===== config.mk =====
export PLATFORM = sky130hd
export DESIGN_NAME = wall_datapath
export DESIGN_NICKNAME = d
export VERILOG_FILES = /design/src/rtl/wall_datapath.sv
export SDC_FILE = /design/constraint.sdc
export NUM_CORES = 1
export LEC_CHECK = 0
export ABC_AREA = 1
export CORE_MARGIN = 2
export CORE_UTILIZATION = 55
export CTS_CLUSTER_DIAMETER = 120
export CTS_CLUSTER_SIZE = 20
export DETAILED_ROUTE_END_ITERATION = 8
export GPL_TIMING_DRIVEN = 1
export MAX_ROUTING_LAYER = met4
export PLACE_DENSITY = 0.85
export SETUP_SLACK_MARGIN = 0.05
export SYNTH_ARGS = -nofsm -noshare
export SYNTH_HDL_FRONTEND = slang
export SYNTH_SLANG_ARGS = --single-unit
export TNS_END_PERCENT = 10

===== constraint.sdc =====
create_clock -name clk -period 3.3 [get_ports clk]
set_clock_uncertainty 0.1 [all_clocks]
set_input_delay 0.66 -clock clk [delete_from_list [all_inputs] [get_ports clk]]
set_output_delay 0.66 -clock clk [all_outputs]
set_load 0.03 [all_outputs]

===== src/rtl/wall_datapath.sv =====
// Wall datapath: owns the wall position, sweeps the wall rectangle to the VGA adapter and flags player contact.
// Optional feature macro WALL_WRAP_EN: a step below column 0 wraps to X_START instead of saturating at 0.
module wall_datapath #(
  parameter int          X_START     = 152,
  parameter int          WALL_Y      = 40,
  parameter int          WALL_W      = 8,
  parameter int          WALL_H      = 40,
  parameter int          STEP        = 1,
  parameter int          MOVE_DIV    = 833334,
  parameter int          SCREEN_W    = 160,
  parameter logic [2:0]  WALL_COLOUR = 3'b010,
  parameter logic [2:0]  BG_COLOUR   = 3'b000
) (
  input  logic       clk,
  input  logic       reset,
  input  logic [3:0] state,
  input  logic [7:0] player_x,
  input  logic [6:0] player_y,
  output logic [7:0] vga_x,
  output logic [6:0] vga_y,
  output logic [2:0] vga_colour,
  output logic       plot,
  output logic       touched,
  output logic       busy,
  output logic [1:0] dbg_sweep_state
);

  localparam int DIV_W = (MOVE_DIV > 1) ? $clog2(MOVE_DIV) : 1;
  localparam int PX_W  = (WALL_W > 1) ? $clog2(WALL_W) : 1;
  localparam int PY_W  = (WALL_H > 1) ? $clog2(WALL_H) : 1;

  localparam logic [DIV_W-1:0] DIV_LAST  = DIV_W'(MOVE_DIV - 1);
  localparam logic [PX_W-1:0]  PX_LAST   = PX_W'(WALL_W - 1);
  localparam logic [PY_W-1:0]  PY_LAST   = PY_W'(WALL_H - 1);
  localparam logic [7:0]       X_START_8 = 8'(X_START);
  localparam logic [7:0]       STEP_8    = 8'(STEP);

  localparam logic [3:0] CMD_READY  = 4'd5;
  localparam logic [3:0] CMD_MOVE   = 4'd6;
  localparam logic [3:0] CMD_DRAW   = 4'd8;
  localparam logic [3:0] CMD_DEL    = 4'd9;
  localparam logic [3:0] CMD_UPDATE = 4'd10;

  typedef enum logic [1:0] {SW_IDLE = 2'd0, SW_ERASE = 2'd1, SW_DRAW = 2'd2} sweep_e;

  sweep_e           sweep_q, sweep_d, cur_type;
  logic [7:0]       wall_x_q, wall_x_d;
  logic [DIV_W-1:0] div_q, div_d;
  logic [7:0]       erase_x_q, erase_x_d;
  logic             erase_pend_q, erase_pend_d;
  logic             draw_pend_q, draw_pend_d;
  logic [7:0]       base_q, base_d, cur_base;
  logic [PX_W-1:0]  px_q, px_d, cur_px;
  logic [PY_W-1:0]  py_q, py_d, cur_py;
  logic [7:0]       vga_x_q, vga_x_d;
  logic [6:0]       vga_y_q, vga_y_d;
  logic [2:0]       colour_q, colour_d;
  logic             plot_q, plot_d;
  logic             touched_q, touched_d;
  logic             busy_q, busy_d;

  logic             start, idle_now, step_moves;
  logic [7:0]       step_x;
  logic [8:0]       pix_x9;

  // Shared step rule for MOVE and UPDATE, including underflow handling.
  always_comb begin
`ifdef WALL_WRAP_EN
    step_x     = (wall_x_q < STEP_8) ? X_START_8 : wall_x_q - STEP_8;
    step_moves = 1'b1;
`else
    step_x     = (wall_x_q < STEP_8) ? 8'd0 : wall_x_q - STEP_8;
    step_moves = (wall_x_q != 8'd0);
`endif
  end

  always_comb begin
    wall_x_d     = wall_x_q;
    div_d        = div_q;
    erase_x_d    = erase_x_q;
    erase_pend_d = erase_pend_q;
    draw_pend_d  = draw_pend_q;
    sweep_d      = sweep_q;
    base_d       = base_q;
    px_d         = px_q;
    py_d         = py_q;
    vga_x_d      = vga_x_q;
    vga_y_d      = vga_y_q;
    colour_d     = colour_q;
    plot_d       = 1'b0;
    pix_x9       = 9'd0;

    // A sweep leaving IDLE emits its first pixel on the same edge, which keeps back-to-back sweeps gapless.
    start    = (sweep_q == SW_IDLE) && (erase_pend_q || draw_pend_q);
    idle_now = (sweep_q == SW_IDLE) && !erase_pend_q && !draw_pend_q;
    cur_type = sweep_q;
    cur_base = base_q;
    cur_px   = px_q;
    cur_py   = py_q;
    if (start) begin
      cur_px = '0;
      cur_py = '0;
      if (erase_pend_q) begin
        cur_type     = SW_ERASE;
        cur_base     = erase_x_q;
        erase_pend_d = 1'b0;
      end else begin
        cur_type    = SW_DRAW;
        cur_base    = wall_x_q;
        draw_pend_d = 1'b0;
      end
    end

    if (cur_type != SW_IDLE) begin
      pix_x9   = {1'b0, cur_base} + 9'(cur_px);
      vga_x_d  = pix_x9[7:0];
      vga_y_d  = 7'(WALL_Y) + 7'(cur_py);
      colour_d = (cur_type == SW_ERASE) ? BG_COLOUR : WALL_COLOUR;
      plot_d   = (pix_x9 < 9'(SCREEN_W));
      base_d   = cur_base;
      if (cur_px == PX_LAST) begin
        px_d = '0;
        if (cur_py == PY_LAST) begin
          py_d    = '0;
          sweep_d = SW_IDLE;
        end else begin
          py_d    = cur_py + 1'b1;
          sweep_d = cur_type;
        end
      end else begin
        px_d    = cur_px + 1'b1;
        py_d    = cur_py;
        sweep_d = cur_type;
      end
    end

    // Requests are applied after the start-of-sweep clear so a same-edge request is not lost.
    case (state)
      CMD_READY: begin
        wall_x_d = X_START_8;
        div_d    = '0;
      end
      CMD_MOVE: begin
        if (div_q == DIV_LAST) begin
          if (idle_now) begin
            div_d = '0;
            if (step_moves) begin
              wall_x_d     = step_x;
              erase_x_d    = wall_x_q;
              erase_pend_d = 1'b1;
              draw_pend_d  = 1'b1;
            end
          end
        end else begin
          div_d = div_q + 1'b1;
        end
      end
      CMD_DRAW:   draw_pend_d = 1'b1;
      CMD_DEL: begin
        erase_pend_d = 1'b1;
        erase_x_d    = wall_x_q;
      end
      CMD_UPDATE: wall_x_d = step_x;
      default: ;
    endcase

    busy_d    = (sweep_d != SW_IDLE) || erase_pend_d || draw_pend_d;
    touched_d = ({1'b0, player_x} >= {1'b0, wall_x_q}) &&
                ({1'b0, player_x} <= {1'b0, wall_x_q} + 9'(WALL_W - 1)) &&
                ({2'b0, player_y} >= 9'(WALL_Y)) &&
                ({2'b0, player_y} <= 9'(WALL_Y + WALL_H - 1));
  end

  always_ff @(posedge clk or posedge reset) begin
    if (reset) begin
      sweep_q      <= SW_IDLE;
      wall_x_q     <= X_START_8;
      div_q        <= '0;
      erase_x_q    <= '0;
      erase_pend_q <= 1'b0;
      draw_pend_q  <= 1'b0;
      base_q       <= '0;
      px_q         <= '0;
      py_q         <= '0;
      vga_x_q      <= '0;
      vga_y_q      <= '0;
      colour_q     <= '0;
      plot_q       <= 1'b0;
      touched_q    <= 1'b0;
      busy_q       <= 1'b0;
    end else begin
      sweep_q      <= sweep_d;
      wall_x_q     <= wall_x_d;
      div_q        <= div_d;
      erase_x_q    <= erase_x_d;
      erase_pend_q <= erase_pend_d;
      draw_pend_q  <= draw_pend_d;
      base_q       <= base_d;
      px_q         <= px_d;
      py_q         <= py_d;
      vga_x_q      <= vga_x_d;
      vga_y_q      <= vga_y_d;
      colour_q     <= colour_d;
      plot_q       <= plot_d;
      touched_q    <= touched_d;
      busy_q       <= busy_d;
    end
  end

  assign vga_x           = vga_x_q;
  assign vga_y           = vga_y_q;
  assign vga_colour      = colour_q;
  assign plot            = plot_q;
  assign touched         = touched_q;
  assign busy            = busy_q;
  assign dbg_sweep_state = sweep_q;

endmodule


==> impl_results.md, run 1 <==
- H-tree depth: 3
- Via density: 5.66
- Final setup fails: 0
- Worst slew pin tran: between 0.6 and 0.7 ns
- Global route total overflow: 0
- Synth top area share: a little under two fifths
- Final setup TNS: 0 ns
- DR pass1 iterations: 6
- Xor and xnor fraction of the mapped netlist area: 3.07%
- Final std cells w/o fill: 775
- GPL Wtd Cong: about 0.96
- Crit end category: flip-flop
- CTS tree: done
- Clock sink count: 76
- Fill cell count: between 600 and 700
- WS Path Type: reg2reg
- CP arrival: a little over 3 ns
- Slew HR: about three fifths
- RR Endpoint: py_q[3]
- Number of inserted diodes: 0
- Synthesized area per cell: 7.81 µm²
- Number of cell rows: 34
- Hold_sp: vga_x[0]
- CP required: ~3.4 ns
- Synth async-reset ratio: between 90% and 100%
- Placed insts: roughly 760
- Antenna violations before repair: 0
- Core Area: ~8600 µm²
- Synth cell count leaders: nand2_1, inv_1, dfrtp_1
- Switching pwr: approximately 1600 µW
- Hold path depth: 2
- Worst setup SP type: flip-flop
- Area leader, netlist: dfrtp_1
- Layout area overhead: 15.5%
- Max cap viols: 0
- Internal Dissipation: between 2000 and 2500 µW
- RSZ-0062 raised after global routing: false
- Simple-gate share of the synthesized area: roughly 27%
- Clk buf depth: 2
- Final HPWL DP: ~8000 µm
- PnR Total Power: 3980 µW
- Via count of the first global-routing pass: around 4300
- LEAKAGE: 0.00260 µW
- Register area share after synthesis: 39.3%
- FF+latch count, synth: 76
- First-pass GRT wire length: 19100 µm
- Clock-pin slew on the worst setup and hold paths: approximately 0.080 ns
- RR Startpoint: erase_pend_q
- Mapped Cells: a little over 600
- I/O pins: 44
- DRT iter0 DRCs: around 280
- Top post-synthesis cells by area: dfrtp_1, nand2_1, inv_1
- Area occupied by multi-input gates: between 2000 and 2500 µm²
- Yosys cell types: between 40 and 50
- Hold buffers post-CTS: 0
- Sequential fraction of design power: ~35%
- Nets@finish: about 710
- CTS Root Cell: clkbuf_8
- Yosys warns: 0
- Initial core utilization: around 56%
- Port-buffer cells: 38
- Post-layout min period: 2.95 ns
- Layout cells sized above 1: between 10% and 20%
- Logic pwr share: 41.8%
- Max Slew Vio Count: 0
- EDFF count, synth: 0
- Clk Latency, worst-skew pair: about 0.35 ns
- Adder-cell area share of the yosys netlist: under 10%
- Ys flop type: dfrtp_1
- Net Sw Frac: 39.4%
- Number of buffers created by CTS: 9
- Tightest Hold Check Type: reg2reg
- Largest net degree at the start of global routing: 77
- Fin crit share: between 80% and 90%
- # Post-CTS Setup Buffers: 0
- Max rail drop VDD: roughly 0.39 mV
- Largest family of logic cells by synthesized area: simple AND/OR/NAND/NOR gates
- Worst hold slack: about 0.38 ns
- Final core utilization: about 65%
- Final hold vios: 0
- Reg2reg path depth: 11
- Status: completed
- Final WL: between 10000 and 15000 µm
- Die ar.: between 9000 and 10000 µm²
- CP max FO: 12
- Power Density: 710 nW/µm²
- DRC viols: 0
- Multiplexer share of the synthesized area: 0%
- Vias: 4388
- Synth Area in Compound Gates: between 10% and 20%
- WL/cell: roughly 14 µm
- GRT Total Usage: 24.8%
- Post-Syn Area: 4840 µm²
- Crit-path max cell delay: between 0.5 and 0.6 ns
- Fmax: roughly 340 MHz
- Number of routed nets with antenna violations: 0
- Total area of sequential cells: about 1900 µm²
- Crit-path slowest cell: nor4_1
- Clock power share: roughly a quarter
- Worst Hold End: vga_x[0]
- CP cell instances: nor2_1 > nor2_4 > buf_4 > nor2_1 > ha_1 > ha_1 > inv_1 > nor4_1 > o21ai_0 > nand2_1 > o21ai_0
- Post-CTS Resized: 0
- Die Y: between 90 and 100 µm
- R2r setup slk: between 0.3 and 0.4 ns
- Die Wd: a little under 100 µm
- Top-count cell post-synth: nand2_1
==> layer usage <==
| layer | global-route usage, % | wire length (µm) |
|---|---|---|
| met2 | 39.3 | 5360 |
| met3 | 3.79 | 577 |
| met1 | 31.5 | 4880 |
| met4 | 11.0 | 380 |
| met5 | - | 0 |
==> layout make-up <==
class | instances | area share, %
Clock buffer | 9 | 2.21
Multi-Input combinational cell | 434 | 44.5
Clock inverter | 6 | 2.46
Timing Repair Buffer | 43 | 7.69
Sequential cell | 76 | 34.0
Tap cell | 108 | 2.41
Inverter | 99 | 6.66
==> flip-flops by register name, summed over array words and instances (netlist names) <==
name	flops
div_q	20
base_q	8
erase_x_q	8
vga_x	8
wall_x_q	8
vga_y	7
py_q	6
px_q	3
dbg_sweep_state	2
busy	1
draw_pend_q	1
erase_pend_q	1
plot	1
touched	1
vga_colour	1
==> kinds of logic after synthesis <==
| family | Yosys count |
|---|---|
| simple gates | 288 |
| buf+inv | 111 |
| compound gates | 99 |
| flops | 76 |
| fa+ha+maj | 28 |
| xor+xnor | 17 |
| other cells | 1 |
==> metrics by stage <==
stage | instance area, µm² | worst slack (ns)
2_1_floorplan | 4850 | 0.585
3_3_place_gp | 5320 | 0.431
3_5_place_dp | 5320 | 0.269
4_1_cts | 5580 | 0.153
5_1_grt | 5600 | 0.0608
6_report | 5600 | 0.353
==> power by group through the flow <==
stage | sequential, µW | combinational (µW) | clock, µW
4_1_cts | 1370 | 1660 | 951
3_3_place_gp | 1370 | 1550 | 0
6_report | 1370 | 1660 | 945
3_5_place_dp | 1380 | 1620 | 0
2_1_floorplan | 1510 | 1030 | 0
5_1_grt | 1400 | 1870 | 989
==> layout by cell type, fill, tap and decap left out, types with 12 or more instances in the layout <==
master	n
a21oi_1	22
clkdlybuf4s50_1	38
dfrtp_1	73
ha_1	27
inv_1	91
nand2_1	145
nand3_1	35
nand4_1	23
nor2_1	46
nor3_1	12
o21ai_0	35
o21ai_2	19
xor2_1	13
==> critical path: cells and delay by family, from the launching register on <==
family	cells	cell delay, ns
AOI/OAI and AO/OA	2	0.22
and+or+nand+nor	5	1.21
buffers and inverters	2	0.32
DFF	1	0.51
adders and majority gates	2	0.48
==> worst max path at each step <==
stage                            start        to  slack (ns)  depth (start not counted)
CTS                       erase_pend_q      plot        0.15                         15
global placement          erase_pend_q  vga_x[7]        0.43                         16
detailed placement        erase_pend_q      plot        0.27                         15
global route              erase_pend_q   py_q[3]        0.06                         11
floorplan           dbg_sweep_state[0]      plot        0.58                         18
finish                    erase_pend_q   py_q[3]        0.35                         11
No activity file was read; power rests on OpenSTA's default activity.
==> run 2, diff against run 1 <==
--- a/config.mk
+++ b/config.mk
@@ -8,6 +8,7 @@
 export ABC_AREA = 1
 export CORE_MARGIN = 2
 export CORE_UTILIZATION = 55
+export CTS_BUF_LIST = sky130_fd_sc_hd__clkbuf_2 sky130_fd_sc_hd__clkbuf_4 sky130_fd_sc_hd__clkbuf_8
 export CTS_CLUSTER_DIAMETER = 120
 export CTS_CLUSTER_SIZE = 20
 export DETAILED_ROUTE_END_ITERATION = 8
==> constraint.sdc (replaced) <==
create_clock -name clk -period 3.7 [get_ports clk]
set_clock_uncertainty 0.1 [all_clocks]
set_input_delay 0.74 -clock clk [delete_from_list [all_inputs] [get_ports clk]]
set_output_delay 0.74 -clock clk [all_outputs]
set_load 0.03 [all_outputs]
==> run 2 against run 1 <==
Clock power decreased by 14%. Global-route usage about the same. Combinational power fell by 11%. Die area unchanged. Worst hold slack lost 0.0020 ns. Register-to-register slack better by 0.28 ns.
==> impl_results.md, run 2 (same netlist as run 1, synthesis figures left out) <==
- Crit end category: flip-flop
- Layout cells sized above 1: 11.4% (unchanged)
- Via count of the first global-routing pass: 4320 (+1.4%)
- CP cell instances: nor2_1 > nor2_4 > nand2_1 > inv_1 > nand2_1 > o221ai_1 > inv_1 > ha_1 > nand3_1 > and2_1 > nor2_1 > nand3_1 > nand2_1 > nand2_1 > nand2_1 > nand2_1
- Clock sink count: 76 (unchanged)
- Most frequent cells in the layout: nand2_1, inv_1, dfrtp_1
- Number of inserted diodes: 0 (unchanged)
- Fmax: 326 MHz (-3.9%)
- RSZ-0062 raised after global routing: false
- LEAKAGE: 0.00259 µW (-0.35%)
- Total area of sequential cells: 1910 µm² (unchanged)
- RR Startpoint: erase_pend_q
- Worst slew pin tran: 0.606 ns (-0.00895 ns)
- Net Sw Frac: 39.8% (+0.39 points)
- R2r setup slk: 0.63 ns (+0.28 ns)
- H-tree depth: 3 (unchanged)
- CP max FO: 17 (+5)
- Clk buf depth: 2 (unchanged)
- Via density: 5.61 (-0.84%)
- Number of routed nets with antenna violations: 0 (unchanged)
- Sequential fraction of design power: 34.6% (about the same)
- Die ar.: 9580 µm² (unchanged)
- Clock power share: 23.3% (-0.5 points)
- DRC viols: 0 (unchanged)
- Power Density: 629 nW/µm² (-11%)
- Antenna violations before repair: 0 (unchanged)
- Die Y: 97.9 µm (unchanged)
- Hold buffers post-CTS: 0 (unchanged)
- Area occupied by multi-input gates: 2490 µm² (unchanged)
- DR pass1 iterations: 5 (-1)
- I/O pins: 44 (unchanged)
- Status: completed
- Nets@finish: 711 (-0.14%)
- Post-DP Area: 5320 µm² (about the same)
- Most frequent CP cell: nand2_1
- WS Path Type: reg2reg
- Leading cell type in the layout, fill and taps excluded: nand2_1
- Post-layout min period: 3.07 ns (+0.120 ns)
- Reg with most FFs: div_q
- PnR Total Power: 3510 µW (-12%)
- Worst hold slack: 0.379 ns (-0.00199 ns)
- Vias: 4351 (-0.84%)
- Reg2reg path depth: 16 (+5)
- Final WL: 11000 µm (-1.5%)
- RR Endpoint: vga_x[7]
- WL/cell: 14.2 µm (-1.5%)
- Layout area overhead: 15.1%
- Max rail drop VDD: 0.265 mV (-32%)
- Number of flip-flops in the largest register: 20 (unchanged)
- CTS Root Cell: clkbuf_8
- Core Area: 8640 µm² (unchanged)
- Post-CTS Resized: 0 (unchanged)
- Crit-path slowest cell: dfrtp_1
- Slew HR: 59.5% (+0.60 points)
- CTS tree: done
- Fin crit share: 82.9% (-6.4 points)
- Clock-pin slew on the worst setup and hold paths: 0.08 ns (about the same)
- Die Wd: 97.9 µm (unchanged)
- Hold path depth: 2 (unchanged)
- Final setup TNS: 0 ns (unchanged)
- Switching pwr: 1400 µW (-11%)
- Logic pwr share: 42.1% (+0.3 points)
- Final hold vios: 0 (unchanged)
- Worst setup SP type: flip-flop
- DRT iter0 DRCs: 299 (+8.7%)
- Port-buffer cells: 38 (unchanged)
- Global route total overflow: 0 (unchanged)
- Final Cell Area: 5580 µm² (-0.40%)
- Clk Latency, worst-skew pair: 0.36 ns (about the same)
- Max Slew Vio Count: 0 (unchanged)
- Fill cell count: 711 (+2.0%)
- GRT Total Usage: 24.8% (+0.031 points)
- Number of buffers created by CTS: 9 (unchanged)
- First-pass GRT wire length: 19200 µm (+0.18%)
- Crit-path max cell delay: 0.56 ns (+0.02 ns)
- # Post-CTS Setup Buffers: 0 (unchanged)
- Max cap viols: 0 (unchanged)
- Worst Hold End: vga_x[1]
- Initial core utilization: 56.1% (unchanged)
- GPL Wtd Cong: 0.981 (+2.6%)
- Final core utilization: 64.6% (-0.26 points)
- Number of cell rows: 34 (unchanged)
- CP arrival: 3.22 ns (+0.14 ns)
- CP required: 3.85 ns (+0.42 ns)
- Final setup fails: 0 (unchanged)
- Final HPWL DP: 8190 µm (+2.9%)
- Largest net degree at the start of global routing: 32 (-58%)
- Internal Dissipation: 2110 µW (-12%)
- Hold_sp: vga_x[1]
- Tightest Hold Check Type: reg2reg
[run 2: changes by cell type in the layout (fill, tap and decap cells not counted)]
cell / delta
bufinv_16: -1
buf_12: -1
clkbuf_8: +2
[run 2: per-layer routing]
metal,GRT usage (%),wire [µm],vias to the layer above,share of wire (%)
met5,-,0,-,0
met4,10.5,198,0,1.8
met3,4.37,554,22,5.0
met2,41.0,5390,163,49
met1,30.0,4890,2050,44
li1,-,-,2116,-
[run 2: how the worst max path moves through the flow]
stage                  from        end  cells past startpoint
2_1_floorplan         reset  base_q[0]                      1
3_3_place_gp   erase_pend_q   vga_x[7]                     16
3_5_place_dp   erase_pend_q   vga_x[7]                     16
4_1_cts        erase_pend_q   vga_x[7]                     16
5_1_grt        erase_pend_q   vga_x[7]                     16
6_report       erase_pend_q   vga_x[7]                     16
[run 2: final cells by class]
cell class	count	area share, %
multi-input combinational	434	44.7
sequential	76	34.2
clock inverter	5	1.93
inverter	99	6.69
timing repair buffer	42	7.36
tap	108	2.42
clock buffer	11	2.72
[run 2: power by group through the flow]
| stage | combinational [µW] | clock (µW) | sequential (µW) |
|---|---|---|---|
| final | 1480 | 816 | 1210 |
| after global routing | 1670 | 865 | 1250 |
| after CTS | 1480 | 821 | 1210 |
| after detailed placement | 1460 | 0 | 1230 |
| after global placement | 1380 | 0 | 1220 |
| after floorplan | 920 | 0 | 1350 |
[run 2: worst max-delay path: cells and delay by family (launching register included)]
| family | cells | cell delay [ns] |
|---|---|---|
| buffers and inverters | 2 | 0.23 |
| AOI/OAI and AO/OA | 1 | 0.09 |
| and+or+nand+nor | 12 | 1.62 |
| adders and majority gates | 1 | 0.35 |
| DFF | 1 | 0.56 |
[run 2: per-stage QoR]
stage	cells	setup slack, ns
global placement	759	0.791
detailed placement	759	0.606
global route	775	0.317
floorplan	621	0.927
finish	775	0.633
CTS	775	0.586
